**src/rtl/video_timing_gen.sv**
```systemverilog
// video_timing_gen: raster timing generator for the HDMI transmit path.
// Produces HS/VS/DE and pixel coordinates with all outputs registered and
// describing the same (x_counter, y_counter) in every cycle.
// Optional build macro VIDEO_TIMING_PATTERN_EN adds HDMI_TX_D colour bars.
//
// state      | meaning (same encoding for horizontal and vertical FSMs)
// ST_ACTIVE  | counter inside the active (visible) range
// ST_FRONT   | counter inside the front porch
// ST_SYNC    | counter inside the sync pulse; sync output asserted
// ST_BACK    | counter inside the back porch, up to total-1
module video_timing_gen #(
  parameter int H_ACTIVE = 640,
  parameter int H_FP     = 16,
  parameter int H_SYNC   = 96,
  parameter int H_BP     = 48,
  parameter int V_ACTIVE = 480,
  parameter int V_FP     = 10,
  parameter int V_SYNC   = 2,
  parameter int V_BP     = 33,
  parameter int HS_POL   = 0,
  parameter int VS_POL   = 0
) (
  input  logic        HDMI_TX_CLK,
  input  logic        reset_n,
  input  logic        pix_ce,
  output logic        HDMI_TX_HS,
  output logic        HDMI_TX_VS,
  output logic        HDMI_TX_DE,
  output logic [11:0] x_counter,
  output logic [11:0] y_counter,
  output logic        line_start,
  output logic        frame_start
`ifdef VIDEO_TIMING_PATTERN_EN
  ,
  output logic [23:0] HDMI_TX_D
`endif
);

  localparam int H_TOTAL = H_ACTIVE + H_FP + H_SYNC + H_BP;
  localparam int V_TOTAL = V_ACTIVE + V_FP + V_SYNC + V_BP;

  generate
    if (H_ACTIVE < 1 || H_FP < 1 || H_SYNC < 1 || H_BP < 1) begin : g_bad_h
      $error("video_timing_gen: every horizontal parameter must be at least 1");
    end
    if (V_ACTIVE < 1 || V_FP < 1 || V_SYNC < 1 || V_BP < 1) begin : g_bad_v
      $error("video_timing_gen: every vertical parameter must be at least 1");
    end
    if (H_TOTAL > 4095 || V_TOTAL > 4095) begin : g_bad_total
      $error("video_timing_gen: horizontal and vertical totals must not exceed 4095");
    end
  endgenerate

  localparam logic [11:0] H_LAST     = 12'(H_TOTAL - 1);
  localparam logic [11:0] H_FP_START = 12'(H_ACTIVE);
  localparam logic [11:0] H_SY_START = 12'(H_ACTIVE + H_FP);
  localparam logic [11:0] H_BP_START = 12'(H_ACTIVE + H_FP + H_SYNC);
  localparam logic [11:0] V_LAST     = 12'(V_TOTAL - 1);
  localparam logic [11:0] V_FP_START = 12'(V_ACTIVE);
  localparam logic [11:0] V_SY_START = 12'(V_ACTIVE + V_FP);
  localparam logic [11:0] V_BP_START = 12'(V_ACTIVE + V_FP + V_SYNC);
  localparam logic        HS_ON      = (HS_POL != 0);
  localparam logic        VS_ON      = (VS_POL != 0);

  typedef enum logic [1:0] {ST_ACTIVE, ST_FRONT, ST_SYNC, ST_BACK} state_t;

  logic [11:0] r_x, r_y;
  state_t      r_hstate, r_vstate;
  logic        r_hs, r_vs, r_de, r_ls, r_fs;

  logic        w_x_wrap;
  logic [11:0] w_x_nxt, w_y_nxt;
  state_t      w_hstate_nxt, w_vstate_nxt;
  logic        w_de_nxt;

  // Next pixel position: x wraps at H_TOTAL-1, y steps only on an x wrap.
  always_comb begin
    w_x_wrap = (r_x == H_LAST);
    w_x_nxt  = w_x_wrap ? 12'd0 : r_x + 12'd1;
    w_y_nxt  = r_y;
    if (w_x_wrap) begin
      w_y_nxt = (r_y == V_LAST) ? 12'd0 : r_y + 12'd1;
    end
  end

  // Next-state logic for both FSMs, keyed on the counter entering a new range.
  always_comb begin
    w_hstate_nxt = r_hstate;
    w_vstate_nxt = r_vstate;
    case (r_hstate)
      ST_ACTIVE: if (w_x_nxt == H_FP_START) w_hstate_nxt = ST_FRONT;
      ST_FRONT:  if (w_x_nxt == H_SY_START) w_hstate_nxt = ST_SYNC;
      ST_SYNC:   if (w_x_nxt == H_BP_START) w_hstate_nxt = ST_BACK;
      ST_BACK:   if (w_x_nxt == 12'd0)      w_hstate_nxt = ST_ACTIVE;
      default:   w_hstate_nxt = ST_BACK;
    endcase
    if (w_x_wrap) begin
      case (r_vstate)
        ST_ACTIVE: if (w_y_nxt == V_FP_START) w_vstate_nxt = ST_FRONT;
        ST_FRONT:  if (w_y_nxt == V_SY_START) w_vstate_nxt = ST_SYNC;
        ST_SYNC:   if (w_y_nxt == V_BP_START) w_vstate_nxt = ST_BACK;
        ST_BACK:   if (w_y_nxt == 12'd0)      w_vstate_nxt = ST_ACTIVE;
        default:   w_vstate_nxt = ST_BACK;
      endcase
    end
    w_de_nxt = (w_hstate_nxt == ST_ACTIVE) && (w_vstate_nxt == ST_ACTIVE);
  end

  // FSM state registers; reset parks both in the back porch at total-1.
  always_ff @(posedge HDMI_TX_CLK) begin
    if (!reset_n) begin
      r_hstate <= ST_BACK;
      r_vstate <= ST_BACK;
    end else if (pix_ce) begin
      r_hstate <= w_hstate_nxt;
      r_vstate <= w_vstate_nxt;
    end
  end

  // Position counters; reset puts them one pixel before (0,0).
  always_ff @(posedge HDMI_TX_CLK) begin
    if (!reset_n) begin
      r_x <= H_LAST;
      r_y <= V_LAST;
    end else if (pix_ce) begin
      r_x <= w_x_nxt;
      r_y <= w_y_nxt;
    end
  end

  // Output registers, loaded from next-state values so they line up with the counters.
  always_ff @(posedge HDMI_TX_CLK) begin
    if (!reset_n) begin
      r_hs <= ~HS_ON;
      r_vs <= ~VS_ON;
      r_de <= 1'b0;
      r_ls <= 1'b0;
      r_fs <= 1'b0;
    end else if (pix_ce) begin
      r_hs <= (w_hstate_nxt == ST_SYNC) ? HS_ON : ~HS_ON;
      r_vs <= (w_vstate_nxt == ST_SYNC) ? VS_ON : ~VS_ON;
      r_de <= w_de_nxt;
      r_ls <= (w_x_nxt == 12'd0);
      r_fs <= (w_x_nxt == 12'd0) && (w_y_nxt == 12'd0);
    end
  end

  assign HDMI_TX_HS  = r_hs;
  assign HDMI_TX_VS  = r_vs;
  assign HDMI_TX_DE  = r_de;
  assign x_counter   = r_x;
  assign y_counter   = r_y;
  assign line_start  = r_ls;
  assign frame_start = r_fs;

`ifdef VIDEO_TIMING_PATTERN_EN
  localparam int          BAR_W   = H_ACTIVE / 8;
  localparam logic [11:0] BAR_DIV = 12'((BAR_W == 0) ? 1 : BAR_W);

  logic [11:0] w_bar;
  logic [23:0] w_rgb;
  logic [23:0] r_rgb;

  // Colour for the next pixel; columns beyond the eighth bar stay black.
  always_comb begin
    w_bar = w_x_nxt / BAR_DIV;
    w_rgb = 24'h000000;
    if (BAR_W != 0) begin
      case (w_bar)
        12'd0:   w_rgb = 24'hFFFFFF;
        12'd1:   w_rgb = 24'hFFFF00;
        12'd2:   w_rgb = 24'h00FFFF;
        12'd3:   w_rgb = 24'h00FF00;
        12'd4:   w_rgb = 24'hFF00FF;
        12'd5:   w_rgb = 24'hFF0000;
        12'd6:   w_rgb = 24'h0000FF;
        default: w_rgb = 24'h000000;
      endcase
    end
  end

  // Pixel data register, forced to zero outside the active area.
  always_ff @(posedge HDMI_TX_CLK) begin
    if (!reset_n) begin
      r_rgb <= 24'h000000;
    end else if (pix_ce) begin
      r_rgb <= w_de_nxt ? w_rgb : 24'h000000;
    end
  end

  assign HDMI_TX_D = r_rgb;
`endif

endmodule
```
**config.mk**
```make
export PLATFORM = sky130hd
export DESIGN_NAME = video_timing_gen
export DESIGN_NICKNAME = d
export VERILOG_FILES = /design/src/rtl/video_timing_gen.sv
export SDC_FILE = /design/constraint.sdc
export NUM_CORES = 1
export LEC_CHECK = 0
export CAP_MARGIN = 0
export CORE_ASPECT_RATIO = 0.75
export CORE_MARGIN = 2
export CORE_UTILIZATION = 40
export DETAILED_ROUTE_END_ITERATION = 10
export SLEW_MARGIN = 10
export SYNTH_ARGS = -nofsm -noshare
export SYNTH_HDL_FRONTEND = slang
export SYNTH_SLANG_ARGS = --single-unit
```
**constraint.sdc**
```tcl
create_clock -name HDMI_TX_CLK -period 3.8 [get_ports HDMI_TX_CLK]
set_clock_uncertainty 0.15 [all_clocks]
set_input_delay 0.76 -clock HDMI_TX_CLK [delete_from_list [all_inputs] [get_ports HDMI_TX_CLK]]
set_output_delay 0.76 -clock HDMI_TX_CLK [all_outputs]
set_load 0.005 [all_outputs]
```
==> results_dict.tcl, run 1 <==
set metrics [dict create \
    groute.usage.overall_pct 22.0 \
    cts.sink_count 33 \
    synth_xor_area_share_pct 5.60 \
    first_iter_violations 211 \
    detailed_route_via_count 2668 \
    cts_htree_levels 2 \
    cts_repair_resized_insts 0 \
    crit_path_top_delay_cell "sky130_fd_sc_hd__nor3_1" \
    final_net_count 362 \
    biggest_fanout_along_the_worst_timing_path 8 \
    power.static_leakage_nw 0.970 \
    syn2layout_area_growth_pct 17.4 \
    pwr-share-clk_pct 25.9 \
    detail_route.wl_per_cell_um 16.9 \
    slew_headroom_pct 43.6 \
    max_freq_mhz 289 \
    final_hold_viol_count 0 \
    yosysTopAreaCellShare_pct 26.4 \
    core_area_um2 5920 \
    floorplan.initialDensity_pct 42.3 \
    io_pins 32 \
    routed_wl_um 7330 \
    final-max-slew-violation-count 0 \
    switching_share_pct 38.3 \
    worstSkewPairLatency_ns 0.29 \
    grt_max_degree 27 \
    place.port_buffers 31 \
    sequential_element_share_of_the_synthesized_area_pct 26.4 \
    fin_util_pct 49.6 \
    grt_pass1_vias 2304 \
    cts.path.max_buffers 2 \
    post-route-cell-area_um2 2940 \
    number_of_antenna_violations_at_the_first_check_in_global_routing 0 \
    syn_area_um2 2500 \
    synth-compound-area-share_pct 22.7 \
    post_cts_buffers 0 \
    period_needed_ns 3.46 \
    post_dp_cell_area_um2 2840 \
    synth_top_family_by_area "simple AND/OR/NAND/NOR gates" \
    rows 24 \
    sequentialPowerShare_pct 36.7 \
    synth_area_leaders "sky130_fd_sc_hd__dfxtp_1 26%, sky130_fd_sc_hd__nand2_1 4.5%, sky130_fd_sc_hd__o21ai_0 4.0%, sky130_fd_sc_hd__nor2_1 3.9%, sky130_fd_sc_hd__xnor2_1 3.9%" \
    reg2regPathDepth 9 \
    grt_first_pass_wirelength_um 12000 \
    preCtsSetupSlack_ns 0.408 \
    synthDistinctLibCells 64 \
    synthSimpleGateAreaFrac_pct 36.0 \
    mostFrequentLayoutCell "sky130_fd_sc_hd__dfxtp_1" \
    critPathTopFamily "simple AND/OR/NAND/NOR gates" \
    post_synth_fa_ha_maj_area_fraction_pct 1.50 \
    synth_top_cell_by_area "sky130_fd_sc_hd__dfxtp_1" \
    critPathLaunchType "flip-flop" \
    post_cts_hold_buffer_count 0 \
    fin_worst_hold_slack_ns 0.311 \
    postSynth.asyncResetShare_pct 0 \
    final_critical_path_setup_slack_ns 0.344 \
    worstHoldEndpoint "HDMI_TX_DE" \
    globalplace.congestion 0.878 \
    net-switching-power_w 0.000439 \
    synth_edf_count 0 \
    regToRegSetupSlack_ns 0.34 \
    die_boundary_height_um 72.5 \
    layout-drive-gt1-share_pct 7.28 \
    netlist_instances 341 \
    path_clk_slew_ns 0.07 \
    place_hpwl_um 5190 \
    grt_setup_unrepaired "no" \
    min_delay_path_depth 2 \
    r2r_end "r_vstate[1]" \
    synth.mux.area_fraction_pct 0.850 \
    worst-endpoint-required_ns 3.82 \
    min-delay-path-class "reg2reg" \
    mostFrequentLayoutCells "33 x sky130_fd_sc_hd__dfxtp_1, 31 x sky130_fd_sc_hd__clkdlybuf4s50_1, 30 x sky130_fd_sc_hd__nand2_1" \
    finalSetupTns_ns 0 \
    worst_vdd_ir_mv 0.141 \
    critPathBufInv 1 \
    cts_made_buffers 5 \
    crit_cells 9 \
    power.internal_w 0.000706 \
    total_of_endpoints_with_negative_setup_slack_in_the_final_report 0 \
    post_synthesis_register_bit_count 33 \
    outcome "complete, no violations" \
    floorplan.die_area_um2 6910 \
    final_critical_path_share_of_the_clock_period_pct 91.0 \
    max_cap_violations 0 \
    diodes 0 \
    worst_r2r_startpoint "x_counter[0]" \
    routed_via_density 6.13 \
    tritoncts "yes" \
    worst-endpoint-arrival_ns 3.47 \
    worstSetupEndpointType "flip-flop" \
    setup.worst_path.class "reg2reg" \
    crit_chain "ha_1 -> nand4_1 -> buf_4 -> nor3_1 -> o21ai_1 -> nor4_2 -> and4_1 -> nor3_2 -> a211o_1" \
    drt.antenna.violating_nets 0 \
    postSynth.topFlopCell "sky130_fd_sc_hd__dfxtp_1" \
    root_buffer "sky130_fd_sc_hd__clkbuf_8" \
    yosys_warnings 0 \
    drc 0 \
    power.density_cell_area_nw_per_um2 390 \
    combPwrFrac_pct 37.4 \
    max_slew.worst_pin.slew_ns 0.839 \
    crit_path_max_incr_delay_ns 0.70 \
    detailedRoute.firstPassIterationCount 6 \
    die-width_um 95.3 \
    globalRouteOverflowTotal 0 \
    syn_avg_cell_area_um2 7.34 \
    hold_start "HDMI_TX_DE" \
    postSynthNetCount 347 \
]
cells in the mapped netlist (6+ instances only):
| cell type | instances |
|---|---|
| sky130_fd_sc_hd__nand3_1 | 18 |
| sky130_fd_sc_hd__or3_1 | 9 |
| sky130_fd_sc_hd__nand2_1 | 30 |
| sky130_fd_sc_hd__a21oi_1 | 17 |
| sky130_fd_sc_hd__or4_1 | 6 |
| sky130_fd_sc_hd__nand4_1 | 15 |
| sky130_fd_sc_hd__nor3_1 | 11 |
| sky130_fd_sc_hd__nor4_1 | 10 |
| sky130_fd_sc_hd__xnor2_1 | 11 |
| sky130_fd_sc_hd__inv_1 | 10 |
| sky130_fd_sc_hd__o211ai_1 | 6 |
| sky130_fd_sc_hd__nor2_1 | 26 |
| sky130_fd_sc_hd__dfxtp_1 | 33 |
| sky130_fd_sc_hd__clkbuf_1 | 24 |
| sky130_fd_sc_hd__o21ai_0 | 20 |
how the worst max path moves through the flow:
stage | from | end
finish | x_counter[0] | r_vstate[1]
global route | x_counter[0] | r_vstate[1]
CTS | x_counter[0] | r_vstate[1]
detailed placement | x_counter[0] | r_vstate[1]
global placement | x_counter[0] | r_vstate[1]
floorplan | x_counter[0] | HDMI_TX_VS
flip-flops by register name, indices dropped and copies added (netlist names):
signal and cells:
x_counter 12, y_counter 12, r_hstate 2, r_vstate 2, HDMI_TX_DE 1, HDMI_TX_HS 1
HDMI_TX_VS 1, frame_start 1, line_start 1
metal layers:
layer | global-route usage (%) | up-vias | part of all wire [%]
li1 | - | 1305 | -
met2 | 29.0 | 123 | 39
met1 | 35.1 | 1236 | 52
met3 | 6.33 | 4 | 8.1
met5 | 0 | - | 0
met4 | 3.86 | 0 | 0.45
worst min-delay path, delay by kind of cell (launching register included):
kind / cells / cell delay (ns)
flops: 1 / 0.31
compound gates: 1 / 0.06
buf+inv: 1 / 0.05
kinds of logic after synthesis:
logic type                 count (synthesis)
AOI/OAI and AO/OA                         84
xor gates and xnor gates                  16
adders and majority gates                  3
buffers and inverters                     42
DFF                                       33
muxes                                      2
and+or+nand+nor                          161
layout make-up:
cell class,count,area [µm²]
clock inverters,1,5.00
multi-input cells,266,1670
inverters,11,41.3
fillers,576,2980
well taps,78,97.6
clock buffers,7,96.3
flip-flops and latches,33,661
repair buffers,39,370
through the flow:
step,cells,total power [W]
after floorplan,341,0.000709
after global placement,427,0.000839
after detailed placement,427,0.000844
after CTS,435,0.00115
after global routing,435,0.00122
final,435,0.00114
power groups by stage:
stage | clock network [W] | registers [W] | logic, W
final | 0.000297 | 0.000420 | 0.000428
after global routing | 0.000326 | 0.000425 | 0.000471
after CTS | 0.000308 | 0.000418 | 0.000419
after detailed placement | 0 | 0.000426 | 0.000418
after global placement | 0 | 0.000425 | 0.000414
after floorplan | 0 | 0.000397 | 0.000311
Note: power is estimated with default switching activity, not from simulation.
==> run 2, diff against run 1 <==
--- a/config.mk
+++ b/config.mk
@@ -10,6 +10,7 @@
 export CORE_MARGIN = 2
 export CORE_UTILIZATION = 40
 export DETAILED_ROUTE_END_ITERATION = 10
+export PLACE_DENSITY = 0.68
 export SLEW_MARGIN = 10
 export SYNTH_ARGS = -nofsm -noshare
 export SYNTH_HDL_FRONTEND = slang
==> results_dict.tcl, run 2 (same netlist as run 1, synthesis figures left out) <==
set metrics [dict create \
    outcome "complete, no violations" \
    root_buffer "sky130_fd_sc_hd__clkbuf_8" \
    crit_path_max_incr_delay_ns 0.62 \
    path_clk_slew_ns 0.08 \
    power.static_leakage_nw 0.975 \
    io_pins 32 \
    grt_first_pass_wirelength_um 11900 \
    routed_wl_um 7300 \
    cts_repair_resized_insts 0 \
    globalplace.congestion 0.936 \
    floorplan.die_area_um2 6910 \
    max_slew.worst_pin.slew_ns 0.728 \
    core_area_um2 5920 \
    biggest_fanout_along_the_worst_timing_path 13 \
    final_net_count 362 \
    detailed_route_via_count 2672 \
    worstSetupEndpointType "flip-flop" \
    drt.antenna.violating_nets 0 \
    critPathLaunchType "flip-flop" \
    crit_path_top_delay_cell "sky130_fd_sc_hd__or4_4" \
    die-width_um 95.3 \
    worstSkewPairLatency_ns 0.29 \
    worst_vdd_ir_mv 0.180 \
    final_critical_path_share_of_the_clock_period_pct 88.6 \
    stdcell_count 435 \
    worst-endpoint-arrival_ns 3.37 \
    min-delay-path-class "reg2reg" \
    fin_worst_hold_slack_ns 0.309 \
    total_of_endpoints_with_negative_setup_slack_in_the_final_report 0 \
    diodes 0 \
    cts_made_buffers 5 \
    crit_chain "or4_4 -> or3_4 -> nor4_2 -> a31oi_1 -> or4_1 -> o31a_1 -> nor3_2 -> a41oi_1" \
    groute.usage.overall_pct 21.8 \
    number_of_antenna_violations_at_the_first_check_in_global_routing 0 \
    power.density_cell_area_nw_per_um2 403 \
    setup.worst_path.class "reg2reg" \
    critPathBufInv 0 \
    cts_htree_levels 2 \
    drc 0 \
    grt_pass1_vias 2231 \
    finalSetupTns_ns 0 \
    die_boundary_height_um 72.5 \
    layout-drive-gt1-share_pct 7.00 \
    first_iter_violations 292 \
    grt_setup_unrepaired "no" \
    p_total_w 0.00119 \
    globalRouteOverflowTotal 0 \
    mostFrequentLayoutCells "33 x sky130_fd_sc_hd__dfxtp_1, 31 x sky130_fd_sc_hd__clkdlybuf4s50_1, 30 x sky130_fd_sc_hd__nand2_1" \
    rows 24 \
    mostFrequentLayoutCell "sky130_fd_sc_hd__dfxtp_1" \
    fin_util_pct 49.9 \
    worst-endpoint-required_ns 3.81 \
    place.port_buffers 31 \
    place_hpwl_um 5030 \
    critPathTopFamily "simple AND/OR/NAND/NOR gates" \
    cts.path.max_buffers 2 \
    detail_route.wl_per_cell_um 16.8 \
    grt_max_degree 27 \
    post_cts_hold_buffer_count 0 \
    syn2layout_area_growth_pct 17.9 \
    routed_via_density 6.14 \
    slew_headroom_pct 51.1 \
    floorplan.initialDensity_pct 42.3 \
    cts.sink_count 33 \
    max_freq_mhz 297 \
    tritoncts "yes" \
    detailedRoute.firstPassIterationCount 5 \
    max_cap_violations 0 \
    inst_count_dp 427 \
    final_hold_viol_count 0 \
    period_needed_ns 3.37 \
    post_cts_buffers 0 \
    final-max-slew-violation-count 0 \
]
[run 2: changes by cell type in the layout (fill, tap and decap cells not counted), sizes merged]
cell / delta
bufinv: +1
clkinv: -1
[run 2: worst min-delay path, stage by stage, from the launching register on]
cell and delay, ns:
sky130_fd_sc_hd__dfxtp_1 0.31, sky130_fd_sc_hd__inv_1 0.05, sky130_fd_sc_hd__o32ai_1 0.05
[run 2: layer usage]
| metal | GRT usage [%] | part of all wire, % | up-vias |
|---|---|---|---|
| met5 | 0 | 0 | - |
| met3 | 4.98 | 8.6 | 4 |
| met2 | 27.9 | 38 | 125 |
| met1 | 35.4 | 52 | 1221 |
| li1 | - | - | 1322 |
| met4 | 5.80 | 0.67 | 0 |
[run 2: power breakdown]
part | leakage (nW) | internal [W] | switching [W] | total [W]
clock | 0.0585 | 0.000214 | 0.000140 | 0.000354
combinational | 0.648 | 0.000169 | 0.000242 | 0.000411
sequential | 0.269 | 0.000369 | 0.0000543 | 0.000423
total | 0.975 | 0.000751 | 0.000437 | 0.00119
[run 2: layout make-up]
cell class | instances | area, µm²
clock buffer | 7 | 86.3
clock inverter | 1 | 30.0
fill | 593 | 2960
inverter | 11 | 41.3
multi-input combinational | 266 | 1670
sequential | 33 | 661
tap | 78 | 97.6
timing repair buffer | 39 | 370
[run 2: final timing paths]
kind           startpoint         end  slack (ns)  depth (start not counted)
min reg2reg    HDMI_TX_DE  HDMI_TX_DE        0.31                          2
min            HDMI_TX_DE  HDMI_TX_DE        0.31                          2
max reg2reg  x_counter[5]  HDMI_TX_VS        0.43                          8
max          x_counter[5]  HDMI_TX_VS        0.43                          8
[run 2: per-stage QoR]
stage	area (µm²)	setup WS, ns
final	2950	0.433
after global routing	2950	0.302
after CTS	2950	0.466
after detailed placement	2840	0.480
after global placement	2840	0.568
after floorplan	2500	0.698
==> run 3, diff against run 2 <==
--- a/config.mk
+++ b/config.mk
@@ -11,6 +11,7 @@
 export CORE_UTILIZATION = 40
 export DETAILED_ROUTE_END_ITERATION = 10
 export PLACE_DENSITY = 0.68
+export SETUP_SLACK_MARGIN = 0.15
 export SLEW_MARGIN = 10
 export SYNTH_ARGS = -nofsm -noshare
 export SYNTH_HDL_FRONTEND = slang
==> results of run 3 <==
Final layout, timing and power as in run 2 (identical DEF).
